$ cat config.mk
export PLATFORM = sky130hd
export DESIGN_NAME = fetch_sequencer_flat
export DESIGN_NICKNAME = d
export VERILOG_FILES = /design/src/rtl/fetch_sequencer_if.sv /design/src/rtl/fetch_sequencer.sv /design/src/flat_wrapper.sv
export SDC_FILE = /design/constraint.sdc
export NUM_CORES = 1
export LEC_CHECK = 0
export BUFFER_PORTS_ARGS = -buffer_cell sky130_fd_sc_hd__buf_2
export CAP_MARGIN = 20
export CELL_PAD_IN_SITES_DETAIL_PLACEMENT = 0
export CELL_PAD_IN_SITES_GLOBAL_PLACEMENT = 1
export CORE_ASPECT_RATIO = 1.4
export CORE_MARGIN = 3
export CORE_UTILIZATION = 39
export CTS_CLUSTER_DIAMETER = 150
export DETAILED_ROUTE_END_ITERATION = 8
export GPL_ROUTABILITY_DRIVEN = 0
export PLACE_DENSITY_LB_ADDON = 0.15
export SLEW_MARGIN = 20
export SYNTH_ARGS = -nofsm -noshare
export SYNTH_HDL_FRONTEND = slang
export SYNTH_SLANG_ARGS = --single-unit
$ cat constraint.sdc
create_clock -name clk -period 9.6 [get_ports clk]
set_input_delay 1.92 -clock clk [delete_from_list [all_inputs] [get_ports clk]]
set_output_delay 1.92 -clock clk [all_outputs]
set_load 0.1 [all_outputs]
$ cat src/rtl/fetch_sequencer_if.sv
// Bundle of the redirect, downstream and instruction-memory signals of the
// fetch sequencer. The sequencer takes the slave view; the surrounding
// pipeline and memory take the master view.
interface fetch_sequencer_if;
  logic        branch;
  logic        jal;
  logic        jalr;
  logic [31:0] branch_target;
  logic [31:0] jal_target;
  logic [31:0] jalr_target;
  logic        stall;
  logic        imem_req;
  logic [31:0] imem_addr;
  logic        imem_ack;
  logic [31:0] imem_rdata;
  logic        instr_valid;
  logic [31:0] instr;
  logic [31:0] instr_pc;
  logic [31:0] pc;

  modport slave (
    input  branch, jal, jalr, branch_target, jal_target, jalr_target,
    input  stall, imem_ack, imem_rdata,
    output imem_req, imem_addr, instr_valid, instr, instr_pc, pc
  );

  modport master (
    output branch, jal, jalr, branch_target, jal_target, jalr_target,
    output stall, imem_ack, imem_rdata,
    input  imem_req, imem_addr, instr_valid, instr, instr_pc, pc
  );
endinterface

$ cat src/rtl/fetch_sequencer.sv
// Single-outstanding instruction fetch sequencer with redirect handling.
//
// state   | meaning
// --------+-------------------------------------------------------------
// IDLE    | just out of reset, first request issued on the next edge
// REQ     | request on the bus at imem_addr, waiting for imem_ack
// VALID   | fetched word presented, waiting for consumption (stall=0)
// DISCARD | redirected while a request was outstanding; the old request
//         | is completed on the bus and its data thrown away
module fetch_sequencer #(
  parameter logic [31:0] RESET_PC = 32'h0000_0000
) (
  input logic               clk,
  input logic               rst,
  fetch_sequencer_if.slave  bus
);

  typedef enum logic [1:0] {S_IDLE, S_REQ, S_VALID, S_DISCARD} state_t;

  state_t      r_state;
  logic [31:0] r_pc;
  logic        r_imem_req;
  logic [31:0] r_imem_addr;
  logic        r_instr_valid;
  logic [31:0] r_instr;
  logic [31:0] r_instr_pc;

  logic        w_redir;
  logic [31:0] w_target;
  logic [31:0] w_pc_inc;

  // Redirect select: branch beats jal beats jalr, target taken unaligned as-is.
  always_comb begin
    w_redir  = bus.branch | bus.jal | bus.jalr;
    w_target = bus.jalr_target;
    if (bus.branch)
      w_target = bus.branch_target;
    else if (bus.jal)
      w_target = bus.jal_target;
  end

  // Natural 32-bit overflow gives the required wrap at 32'hFFFF_FFFC.
  assign w_pc_inc = r_pc + 32'd4;

  // Fetch FSM; every output is a register updated here.
  always_ff @(posedge clk or posedge rst) begin
    if (rst) begin
      r_state       <= S_IDLE;
      r_pc          <= RESET_PC;
      r_imem_req    <= 1'b0;
      r_imem_addr   <= 32'h0;
      r_instr_valid <= 1'b0;
      r_instr       <= 32'h0;
      r_instr_pc    <= 32'h0;
    end else begin
      case (r_state)
        S_IDLE: begin
          // A late ack from a request abandoned by reset is ignored here.
          r_state    <= S_REQ;
          r_imem_req <= 1'b1;
          if (w_redir) begin
            r_pc        <= w_target;
            r_imem_addr <= w_target;
          end else begin
            r_imem_addr <= r_pc;
          end
        end
        S_REQ: begin
          if (bus.imem_ack) begin
            if (w_redir) begin
              // Data belongs to the old path: drop it and refetch at once.
              r_pc        <= w_target;
              r_imem_addr <= w_target;
            end else begin
              r_instr       <= bus.imem_rdata;
              r_instr_pc    <= r_pc;
              r_instr_valid <= 1'b1;
              r_pc          <= w_pc_inc;
              r_imem_req    <= 1'b0;
              r_state       <= S_VALID;
            end
          end else if (w_redir) begin
            // Bus request must stay stable, so finish it in DISCARD.
            r_pc    <= w_target;
            r_state <= S_DISCARD;
          end
        end
        S_VALID: begin
          if (w_redir) begin
            r_pc          <= w_target;
            r_instr_valid <= 1'b0;
            r_imem_req    <= 1'b1;
            r_imem_addr   <= w_target;
            r_state       <= S_REQ;
          end else if (!bus.stall) begin
            r_instr_valid <= 1'b0;
            r_imem_req    <= 1'b1;
            r_imem_addr   <= r_pc;
            r_state       <= S_REQ;
          end
        end
        S_DISCARD: begin
          if (bus.imem_ack) begin
            r_state <= S_REQ;
            if (w_redir) begin
              r_pc        <= w_target;
              r_imem_addr <= w_target;
            end else begin
              r_imem_addr <= r_pc;
            end
          end else if (w_redir) begin
            r_pc <= w_target;
          end
        end
        default: r_state <= S_IDLE;
      endcase
    end
  end

  assign bus.imem_req    = r_imem_req;
  assign bus.imem_addr   = r_imem_addr;
  assign bus.instr_valid = r_instr_valid;
  assign bus.instr       = r_instr;
  assign bus.instr_pc    = r_instr_pc;
  assign bus.pc          = r_pc;

endmodule
$ cat src/flat_wrapper.sv
// flat-port wrapper written by rule: the top's interface ports become plain ports
module fetch_sequencer_flat 
#(
  parameter logic [31:0] RESET_PC = 32'h0000_0000
)
  (clk, rst, bus_branch, bus_jal, bus_jalr, bus_branch_target, bus_jal_target, bus_jalr_target, bus_stall, bus_imem_ack, bus_imem_rdata, bus_imem_req, bus_imem_addr, bus_instr_valid, bus_instr, bus_instr_pc, bus_pc);
  fetch_sequencer_if bus_i ();
  input logic clk;
  input logic rst;
  input wire logic [$bits(bus_i.branch)-1:0] bus_branch;
  input wire logic [$bits(bus_i.jal)-1:0] bus_jal;
  input wire logic [$bits(bus_i.jalr)-1:0] bus_jalr;
  input wire logic [$bits(bus_i.branch_target)-1:0] bus_branch_target;
  input wire logic [$bits(bus_i.jal_target)-1:0] bus_jal_target;
  input wire logic [$bits(bus_i.jalr_target)-1:0] bus_jalr_target;
  input wire logic [$bits(bus_i.stall)-1:0] bus_stall;
  input wire logic [$bits(bus_i.imem_ack)-1:0] bus_imem_ack;
  input wire logic [$bits(bus_i.imem_rdata)-1:0] bus_imem_rdata;
  output wire logic [$bits(bus_i.imem_req)-1:0] bus_imem_req;
  output wire logic [$bits(bus_i.imem_addr)-1:0] bus_imem_addr;
  output wire logic [$bits(bus_i.instr_valid)-1:0] bus_instr_valid;
  output wire logic [$bits(bus_i.instr)-1:0] bus_instr;
  output wire logic [$bits(bus_i.instr_pc)-1:0] bus_instr_pc;
  output wire logic [$bits(bus_i.pc)-1:0] bus_pc;
  assign bus_i.branch = bus_branch;
  assign bus_i.jal = bus_jal;
  assign bus_i.jalr = bus_jalr;
  assign bus_i.branch_target = bus_branch_target;
  assign bus_i.jal_target = bus_jal_target;
  assign bus_i.jalr_target = bus_jalr_target;
  assign bus_i.stall = bus_stall;
  assign bus_i.imem_ack = bus_imem_ack;
  assign bus_i.imem_rdata = bus_imem_rdata;
  assign bus_imem_req = bus_i.imem_req;
  assign bus_imem_addr = bus_i.imem_addr;
  assign bus_instr_valid = bus_i.instr_valid;
  assign bus_instr = bus_i.instr;
  assign bus_instr_pc = bus_i.instr_pc;
  assign bus_pc = bus_i.pc;
  fetch_sequencer #(.RESET_PC(RESET_PC)) u_core (.clk(clk), .rst(rst), .bus(bus_i));
endmodule
==> impl_results.md, run 1 <==
* Layout filler cell count at 1535
* Initial antenna violation count at 0
* Antenna Nets Post-Route at 0
* WHS Endpoint: u_core.bus.instr[14]$_DFFE_PP0P_
* Clock power frac at 24.8%
* Tmin final at 4.43 ns
* Power share of the combinational group at a little under half
* Total Power at 2.58 mW
* Critical Path Start Type: input port
* Data arrival, critical path at ~4.7 ns
* Synth area leader: dfrtp_1
* Worst rel slew slack at 41.5%
* Seq/Total Area, Yosys at 50.3%
* Layout area overhead at 29.6%
* Worst Path Max Fanout at 65
* Worst r2r src: u_core.r_state[1]$_DFFE_PP0P_
* Grt ovf at 0
* CTS tree: yes
* Dpl hpwl at around 13000 um
* CTS resizes at 0
* Initial Util at 40.1%
* Die area at 18500 um2
* Switching pwr at ~1.3 mW
* Post-Syn Nets at 750
* CTS clk-pin slew, worst paths at 0.06 ns
* Min-delay src: u_core.bus.instr[14]$_DFFE_PP0P_
* Synth Cell Area at 6570 um2
* FF+latch area at 3300 um2
* RR Endpoint: u_core.bus.instr_pc[2]$_DFFE_PP0P_
* Hold_buf cts at 0
* M2 GR Usage at 35.5%
* CTS root buffer: clkbuf_16
* Largest net degree at the start of global routing at 70
* Yosys top cell area share at 50.3%
* H-tree levels at 4
* First-pass GRT wire length at 29500 um
* Tot GR Track Use at approximately a fifth
* Top post-synthesis cells by area: dfrtp_1 (50%), mux2_2 (11%), mux2i_1 (9.1%)
* IO Pins at 265
* Hold Vio Cnt, Final at 0
* Crit-path slowest cell: or3_4
* Non-filler instance count after layout at 1074
* Core area at 16400 um2
* Synthesis-stage register bit count at 132
* Internal at around 1.3 mW
* Starting DRT DRC Count at 201
* Hold WC Path Type: reg2reg
* Wire per inst at 17.1 um
* CP endpoint kind: register
* RSZ-0062 raised after global routing: no
* GRT busiest layer: met2
* Vias in the first global route at 5782
* DP Cell Count at 1043
* Leakage at 4.29 nW
* Cell Chain, Critical Path: buf_2 > buf_4 > or3_4 > nor2_4 > buf_4 > mux2_2
* Share of cells above drive strength 1 at a little over two fifths
* WP buf/inv at 3
* Number of remaining DRC errors at 0
* Die H at 160 um
* Clock sink count at roughly 130
* Clk_skew at 0.00753 ns
* Routing usage on met3 at a little under 6%
* Minimum hold slack at 0.486 ns
* Post-synth ARST share at 100%
* Critical Path Most Common Cell: buf_4
* Critical path required time at roughly 10 ns
* Top delay family on crit path: simple AND/OR/NAND/NOR gates
* F_max at between 200 and 250 MHz
* Die Width at 116 um
* Most frequent cells in the layout: buf_2 (264), dfrtp_1 (132), nand2_1 (85), mux2_2 (62), mux2i_1 (60)
* Diodes inserted at 0
* # setup viols final at 0
* Peak VDD IR at 0.185 mV
* Via count at 5433
* Max_cap viols at 0
* Cell variety after synth at 37
* Min-Delay Path Depth at 1
* Fin nets at 999
* Met1 Use GR at 23.3%
* Crit-path max cell delay at 0.73 ns
* Post-synthesis cell count at 614
* Seq pwr share at around 29%
* CTS Buf Count at 17
* Status: complete, no violations
* Reg2Reg Depth at 4
* Most common cell after layout, fill and taps aside: buf_2
* Drt via density at about 5.1
* Clk buf depth at 2
* Wirelength, routed at 18300 um
* Switching share of power at 51.2%
* Clk_lat worst skew at ~0.42 ns
* Average cell area after synthesis at 10.7 um2
* Worst Tran Pin Value at about 0.88 ns
* Site row count at 55
* Max-slew violations at 0
* 1st-pass router iterations at 4
* Reg2reg setup slack at a little over 7 ns
* Multi-input gate area at 2980 um2
* Crit Path Class: in2reg
* EDFF count, synth at 0
* Primary FF master, synth: dfrtp_1
* Final period utilization at 46.1%
* Port Buffer Count at 264
* Pwr Density at 303 nW/um2
* Yosys Warn Count at 0
* Post-CTS Setup Inserts at 0
* Setup TNS at 0 ns
per-stage QoR:
step	worst slack [ns]	cell area, um2	utilization (%)
final	5.17	8510	52.0
after CTS	5.12	8510	52.0
after detailed placement	4.68	7930	48.4
after global routing	5.01	8510	52.0
after floorplan	4.15	6570	-
after global placement	4.77	7930	48.4
synthesized netlist by cell type (2+ instances only):
library cell	count
nand3_1	8
mux2_2	62
inv_1	7
mux2i_1	60
nor2_1	43
o21ai_1	8
clkbuf_1	14
buf_2	7
buf_6	17
nand2_1	85
o21ai_0	53
and4_1	4
xnor2_1	26
nor3_1	10
dfrtp_1	132
nand4_1	4
xor2_1	4
o21ai_2	4
nor4_1	8
a21oi_1	38
and3_1	3
mux2_1	2
cells by family (layout without fill, tap and decap cells):
group                      count (synthesis)  count (layout)  share of synthesized area [%]
AOI/OAI and AO/OA                        105             105                           8.30
xor gates and xnor gates                  30              30                           4.00
adders and majority gates                  1               1                          0.190
buffers and inverters                     47             308                           4.82
DFF                                      132             132                           50.3
muxes                                    124             124                           20.1
and+or+nand+nor                          175             175                           12.3
power by group through the flow:
stage          clock network (mW)  registers (mW)  logic [mW]
4_1_cts                     0.652           0.751        1.20
2_1_floorplan                   0            1.57       0.172
3_5_place_dp                    0           0.758        1.20
6_report                    0.639           0.749        1.19
3_3_place_gp                    0           0.753        1.19
5_1_grt                     0.679           0.765        1.23
worst max-delay path by stage:
stage	start	end	slack [ns]	depth (start not counted)
global placement	bus_jal	u_core.bus.instr[15]$_DFFE_PP0P_	4.77	6
global route	bus_jal	u_core.bus.instr_pc[3]$_DFFE_PP0P_	5.01	6
CTS	bus_jal	u_core.bus.instr_pc[27]$_DFFE_PP0P_	5.12	6
floorplan	rst	u_core.bus.imem_addr[0]$_DFFE_PP0P_	4.15	1
finish	bus_jal	u_core.bus.instr_pc[2]$_DFFE_PP0P_	5.17	6
detailed placement	bus_jal	u_core.bus.instr[13]$_DFFE_PP0P_	4.68	6
layer usage:
layer | up-vias | wire length [um] | share of wire (%)
li1 | 2632 | - | -
met5 | - | 0 | 0
met2 | 185 | 9440 | 51
met4 | 0 | 249 | 1.4
met1 | 2596 | 7390 | 40
met3 | 20 | 1260 | 6.8
state kept, by name, summed over array words and instances, names as in the netlist:
signal	flops
u_core.bus.pc	32
u_core.bus.instr	32
u_core.bus.instr_valid	1
u_core.r_state	2
u_core.bus.imem_addr	32
u_core.bus.instr_pc	32
u_core.bus.imem_req	1
area by class of cell:
class | count | share of cell area, %
clock buffers | 19 | 5.32
clock inverters | 12 | 1.54
inverters | 7 | 0.367
multi-input cells | 435 | 35.0
flip-flops and latches | 132 | 38.8
well taps | 199 | 2.92
repair buffers | 270 | 16.0
No activity file was read; power rests on OpenSTA's default activity.
==> run 2, diff against run 1 <==
--- a/config.mk
+++ b/config.mk
@@ -5,13 +5,14 @@
 export SDC_FILE = /design/constraint.sdc
 export NUM_CORES = 1
 export LEC_CHECK = 0
+export ABC_AREA = 1
 export BUFFER_PORTS_ARGS = -buffer_cell sky130_fd_sc_hd__buf_2
 export CAP_MARGIN = 20
 export CELL_PAD_IN_SITES_DETAIL_PLACEMENT = 0
 export CELL_PAD_IN_SITES_GLOBAL_PLACEMENT = 1
 export CORE_ASPECT_RATIO = 1.4
 export CORE_MARGIN = 3
-export CORE_UTILIZATION = 39
+export CORE_UTILIZATION = 35
 export CTS_CLUSTER_DIAMETER = 150
 export DETAILED_ROUTE_END_ITERATION = 8
 export GPL_ROUTABILITY_DRIVEN = 0
==> constraint.sdc (replaced) <==
create_clock -name clk -period 4.4 [get_ports clk]
set_input_delay 0.88 -clock clk [delete_from_list [all_inputs] [get_ports clk]]
set_output_delay 0.88 -clock clk [all_outputs]
set_load 0.1 [all_outputs]
==> run 2 against run 1 <==
Compared with the run above:
- register-to-register slack worse by 5.3 ns
- routed wire length increased by 35%
- critical endpoint is now u_core.bus.instr_pc[14]$_DFFE_PP0P_
- clock skew rose by 0.0020 ns
==> impl_results.md, run 2 <==
* Status: complete, no violations
* Worst Path Max Fanout at 46
* Drt via density at 4.83
* Worst Tran Pin Value at 0.958 ns
* Most frequent cells in the layout: nand2_1 (413), buf_2 (264), dfrtp_1 (132), nand3_1 (83), nor2_1 (77)
* Site row count at 62
* Wire per inst at 16.0 um
* First-pass GRT wire length at 39000 um
* Diodes inserted at 0
* FF+latch area at about 3300 um2
* F_max at approximately 390 MHz
* CTS root buffer: clkbuf_16
* Synth area leader: dfrtp_1
* H-tree levels at 4
* CP endpoint kind: register
* CTS tree: yes
* Starting DRT DRC Count at roughly 460
* Met2 Routed Length at around 11000 um
* Port Buffer Count at around 260
* Initial antenna violation count at 0
* Share of cells above drive strength 1 at roughly a quarter
* WL met3 at roughly 1600 um
* Die area at 22900 um2
* Max layer used: met4
* Synthesis-stage register bit count at roughly 130
* Yosys top cell area share at between 40% and 50%
* Crit Path Class: in2reg
* Layout area overhead at 27.3%
* Post-Syn Nets at 1169
* Synth cell count leaders: nand2_1 (413), dfrtp_1 (132), nand3_1 (83)
* Multi-input gate area at roughly 3500 um2
* Average cell area after synthesis at 7.16 um2
* Tmin final at ~2.6 ns
* Final Util at 45.6%
* Hold WC Path Type: reg2reg
* EDFF count, synth at 0
* CTS clk-pin slew, worst paths at 0.06 ns
* Synth Cell Area at 7400 um2
* Post-synth ARST share at 100%
* 1st-pass router iterations at 5
* Critical Path Start Type: input port
* Vias in the first global route at 7197
* Number of remaining DRC errors at 0
* Hold_buf cts at 0
* CTS resizes at 0
* Data arrival, critical path at 2.91 ns
* IO Pins at between 200 and 300
* # setup viols final at 0
* Clk_lat worst skew at 0.42 ns
* Max-slew violations at 0
* Clk_skew at between 0.009 and 0.01 ns
* Final period utilization at between 50% and 60%
* Seq/Total Area, Yosys at 44.7%
* Antenna Nets Post-Route at 0
* Cell variety after synth at 38
* Clk buf depth at 2
* Fin nets at 1404
* M1 WL at ~12000 um
* Core area at 20600 um2
* Layout filler cell count at 2232
* Dpl hpwl at roughly 18000 um
* Grt ovf at 0
* Most common cell in the netlist: nand2_1
* Yosys Warn Count at 0
* Hold Vio Cnt, Final at 0
* Most common cell after layout, fill and taps aside: nand2_1
* Top post-synthesis cells by area: dfrtp_1 (45%), nand2_1 (21%), nand3_1 (5.6%)
* Critical path required time at between 4 and 5 ns
* Die H at around 180 um
* Clock sink count at 132
* Tot GR Track Use at 21.4%
* Setup TNS at 0 ns
* Die Width at 129 um
* Largest net degree at the start of global routing at between 100 and 150
* Worst rel slew slack at 36.1%
* Via count at 7427
* Minimum hold slack at 0.463 ns
* Post-synthesis cell count at around 1000
* Post-CTS Setup Inserts at 0
* Wirelength, routed at 24700 um
* Initial Util at 35.8%
* CTS Buf Count at 17
* RSZ-0062 raised after global routing: no
* Max_cap viols at 0
* Primary FF master, synth: dfrtp_1
run 2: per-stage QoR:
stage               cell area (um2)  cells  worst slack (ns)
floorplan                      7400   1033              1.88
global placement               8780   1505              1.39
detailed placement             8780   1505              1.34
CTS                            9420   1537              1.77
global route                   9420   1537              1.58
finish                         9420   1537              1.81
run 2: cell type report:
class                           instances  area share (%)
Multi-Input combinational cell        772            36.9
Sequential cell                       132            35.1
Timing Repair Buffer                  273            14.9
Clock buffer                           18            4.66
Tap cell                              256            3.40
Inverter                               72            2.94
Clock inverter                         14            2.11
run 2: layer usage:
metal / GRT usage [%] / up-vias
li1: - / 3793
met1: 30.6 / 3353
met5: 0 / -
met2: 32.6 / 254
met3: 4.64 / 27
met4: 6.26 / 0
run 2: path summary, 6_finish.rpt:
path / start / end / slack, ns / cells after the start
max: bus_imem_ack / u_core.bus.instr_pc[14]$_DFFE_PP0P_ / 1.81 / 7
min: u_core.bus.instr[7]$_DFFE_PP0P_ / u_core.bus.instr[7]$_DFFE_PP0P_ / 0.46 / 2
max reg2reg: u_core.r_state[0]$_DFFE_PP0P_ / u_core.bus.instr_pc[14]$_DFFE_PP0P_ / 1.98 / 8
min reg2reg: u_core.bus.instr[7]$_DFFE_PP0P_ / u_core.bus.instr[7]$_DFFE_PP0P_ / 0.46 / 2
max in group asynchronous: rst / u_core.bus.imem_addr[20]$_DFFE_PP0P_ / 3.13 / 3
min in group asynchronous: rst / u_core.bus.instr[24]$_DFFE_PP0P_ / 0.60 / 3
run 2: critical path, stage by stage:
cell and delay, ns:
buf_2 0.18, nand2_1 0.55, nor2_4 0.04, inv_2 0.60, buf_4 0.46, nand2_1 0.08
o21ai_0 0.09
run 2: kinds of logic (layout without fill, tap and decap cells):
family                   Yosys count  in the layout  share of synthesized area, %
AO/OA/AOI/OAI                    147            147                          11.3
XOR/XNOR                           2              2                         0.237
adder cells (fa/ha/maj)            1              1                         0.169
buffers and inverters            129            377                          8.34
flip-flops                       132            132                          44.7
AND/OR/NAND/NOR                  622            622                          35.3
Power of run 2 is left out: the tool's default activity adds up to more than one toggle a clock period on the data nets, which glitch-free logic cannot reach.
==> run 3, diff against run 2 <==
--- a/config.mk
+++ b/config.mk
@@ -5,14 +5,14 @@
 export SDC_FILE = /design/constraint.sdc
 export NUM_CORES = 1
 export LEC_CHECK = 0
-export ABC_AREA = 1
+export ABC_AREA = 0
 export BUFFER_PORTS_ARGS = -buffer_cell sky130_fd_sc_hd__buf_2
 export CAP_MARGIN = 20
 export CELL_PAD_IN_SITES_DETAIL_PLACEMENT = 0
 export CELL_PAD_IN_SITES_GLOBAL_PLACEMENT = 1
 export CORE_ASPECT_RATIO = 1.4
 export CORE_MARGIN = 3
-export CORE_UTILIZATION = 35
+export CORE_UTILIZATION = 37
 export CTS_CLUSTER_DIAMETER = 150
 export DETAILED_ROUTE_END_ITERATION = 8
 export GPL_ROUTABILITY_DRIVEN = 0
==> constraint.sdc (replaced) <==
create_clock -name clk -period 2.4 [get_ports clk]
set_input_delay 0.48 -clock clk [delete_from_list [all_inputs] [get_ports clk]]
set_output_delay 0.48 -clock clk [all_outputs]
set_load 0.1 [all_outputs]
==> run 3 against run 2 <==
Compared with the run above:
- utilization rose by 4.4 points
- sequential share of layout area rose by 2.9 points
- design area fell by 7.5%
- die area fell by 15%
- critical path depth fell by 2
- global-route usage fell by 1.9 points
- cell count fell by 27%
- via count fell by 26%
- clock skew rose by 0.0011 ns
- first-iteration DRC count fell by 49%
- routed wire length fell by 25%
- critical path type is now reg2reg
==> impl_results.md, run 3 (same netlist as run 1, synthesis figures left out) <==
* First-pass GRT wire length at roughly 30000 um
* Leakage at ~4.4 nW
* Share of cells above drive strength 1 at 43.7%
* Number of remaining DRC errors at 0
* Tmin final at 1.96 ns
* Hold WC Path Type: in2async
* Antenna Nets Post-Route at 0
* CTS Buf Count at 17
* Die Width at approximately 120 um
* Clk_lat worst skew at between 0.4 and 0.5 ns
* F_max at just over 500 MHz
* RSZ-0062 raised after global routing: no
* Critical path required time at about 2.7 ns
* Final Util at roughly 50%
* Core area at 17400 um2
* Site row count at between 50 and 60
* Die H at 164 um
* CTS resizes at 0
* IO Pins at around 270
* Worst Setup SP: u_core.bus.pc[5]$_DFF_PP0_
* Data arrival, critical path at around 2.2 ns
* Wirelength, routed at 18500 um
* CP endpoint: u_core.bus.pc[28]$_DFF_PP0_
* CTS root buffer: clkbuf_16
* # setup viols final at 0
* DP Cell Count at 1091
* Crit Path Class: reg2reg
* Reg2reg setup slack at 0.44 ns
* Worst rel slew slack at 51.7%
* Drt via density at 4.87
* Largest net degree at the start of global routing at around 130
* Dpl hpwl at roughly 13000 um
* Setup TNS at 0 ns
* Tot GR Track Use at 19.5%
* Max_cap viols at 0
* Die area at around 19000 um2
* Reg2Reg Depth at 5
* CTS clk-pin slew, worst paths at 0.06 ns
* Total Power at approximately 10 mW
* Vias in the first global route at 5685
* CP endpoint kind: register
* Worst r2r src: u_core.bus.pc[5]$_DFF_PP0_
* Peak VDD IR at 0.878 mV
* Diodes inserted at 0
* Via count at 5471
* Most frequent cells in the layout: buf_2 (264), dfrtp_1 (132), nand2_1 (85), mux2_2 (62), mux2i_1 (60)
* Final period utilization at about four fifths
* Status: complete, no violations
* Pwr Density at between 1000 and 1500 nW/um2
* Max-slew violations at 0
* Initial Util at 37.8%
* Hold_buf cts at 0
* Clk_skew at 0.0107 ns
* Non-filler instance count after layout at 1123
* Most common cell after layout, fill and taps aside: buf_2
* Grt ovf at 0
* Worst Tran Pin Value at between 0.7 and 0.8 ns
* H-tree levels at 4
* Post-CTS Setup Inserts at 0
* Clock sink count at 132
* Fin nets at ~1000
* Port Buffer Count at 264
* CTS tree: yes
* RR Endpoint: u_core.bus.pc[28]$_DFF_PP0_
* Wire per inst at 16.5 um
* Hold Vio Cnt, Final at 0
* Clk buf depth at 2
* Layout area overhead at 32.5%
* Initial antenna violation count at 0
* Critical Path Start Type: register
* Starting DRT DRC Count at 237
* Worst Path Max Fanout at 16
* 1st-pass router iterations at 4
[run 3: cell type report]
class	count	area [um2]
Multi-Input combinational cell	435	2980
Fill cell	1678	8690
Clock buffer	18	439
Timing Repair Buffer	282	1510
Clock inverter	13	148
Inverter	7	30.0
Sequential cell	132	3300
Tap cell	236	295
[run 3: stage by stage]
step | hold slack [ns] | worst slack (ns) | instance area (um2)
floorplan | 0.552 | 0.0545 | 6580
global placement | 0.463 | 0.213 | 8090
detailed placement | 0.473 | 0.171 | 8090
CTS | 0.269 | 0.253 | 8680
global route | 0.283 | 0.249 | 8710
finish | 0.265 | 0.443 | 8710
[run 3: power by group]
group / switching [mW] / internal [mW] / leakage [nW] / total [mW]
logic: 3.99 / 0.803 / 2.50 / 4.80
clock network: 1.05 / 1.57 / 0.276 / 2.61
registers: 0.311 / 2.68 / 1.59 / 2.99
total: 5.35 / 5.05 / 4.36 / 10.4
[run 3: how the worst min path moves through the flow]
stage                                          end  slack (ns)  cells after the start                          startpoint
6_report       u_core.bus.instr_pc[21]$_DFFE_PP0P_        0.27                      3                                 rst
5_1_grt            u_core.bus.instr[1]$_DFFE_PP0P_        0.28                      2                   bus_imem_rdata[1]
4_1_cts           u_core.bus.instr[14]$_DFFE_PP0P_        0.27                      2                  bus_imem_rdata[14]
3_5_place_dp    u_core.bus.instr_valid$_DFFE_PP0P_        0.47                      1  u_core.bus.instr_valid$_DFFE_PP0P_
3_3_place_gp    u_core.bus.instr_valid$_DFFE_PP0P_        0.46                      1  u_core.bus.instr_valid$_DFFE_PP0P_
2_1_floorplan      u_core.bus.imem_req$_DFFE_PP0P_        0.55                      1       u_core.r_state[0]$_DFFE_PP0P_
[run 3: per-layer routing]
metal	share of wire (%)	track usage, %	vias up
li1	-	-	2658
met3	7.1	5.30	18
met2	49	32.7	191
met5	0	0	-
met4	1.4	6.64	0
met1	43	24.4	2604
[run 3: worst max-delay path, stage by stage (launching register included)]
cell and delay, ns:
dfrtp_1 0.52, and4_1 0.31, nand4_4 0.27, nor4_1 0.44
xnor2_1 0.17, o21ai_0 0.09
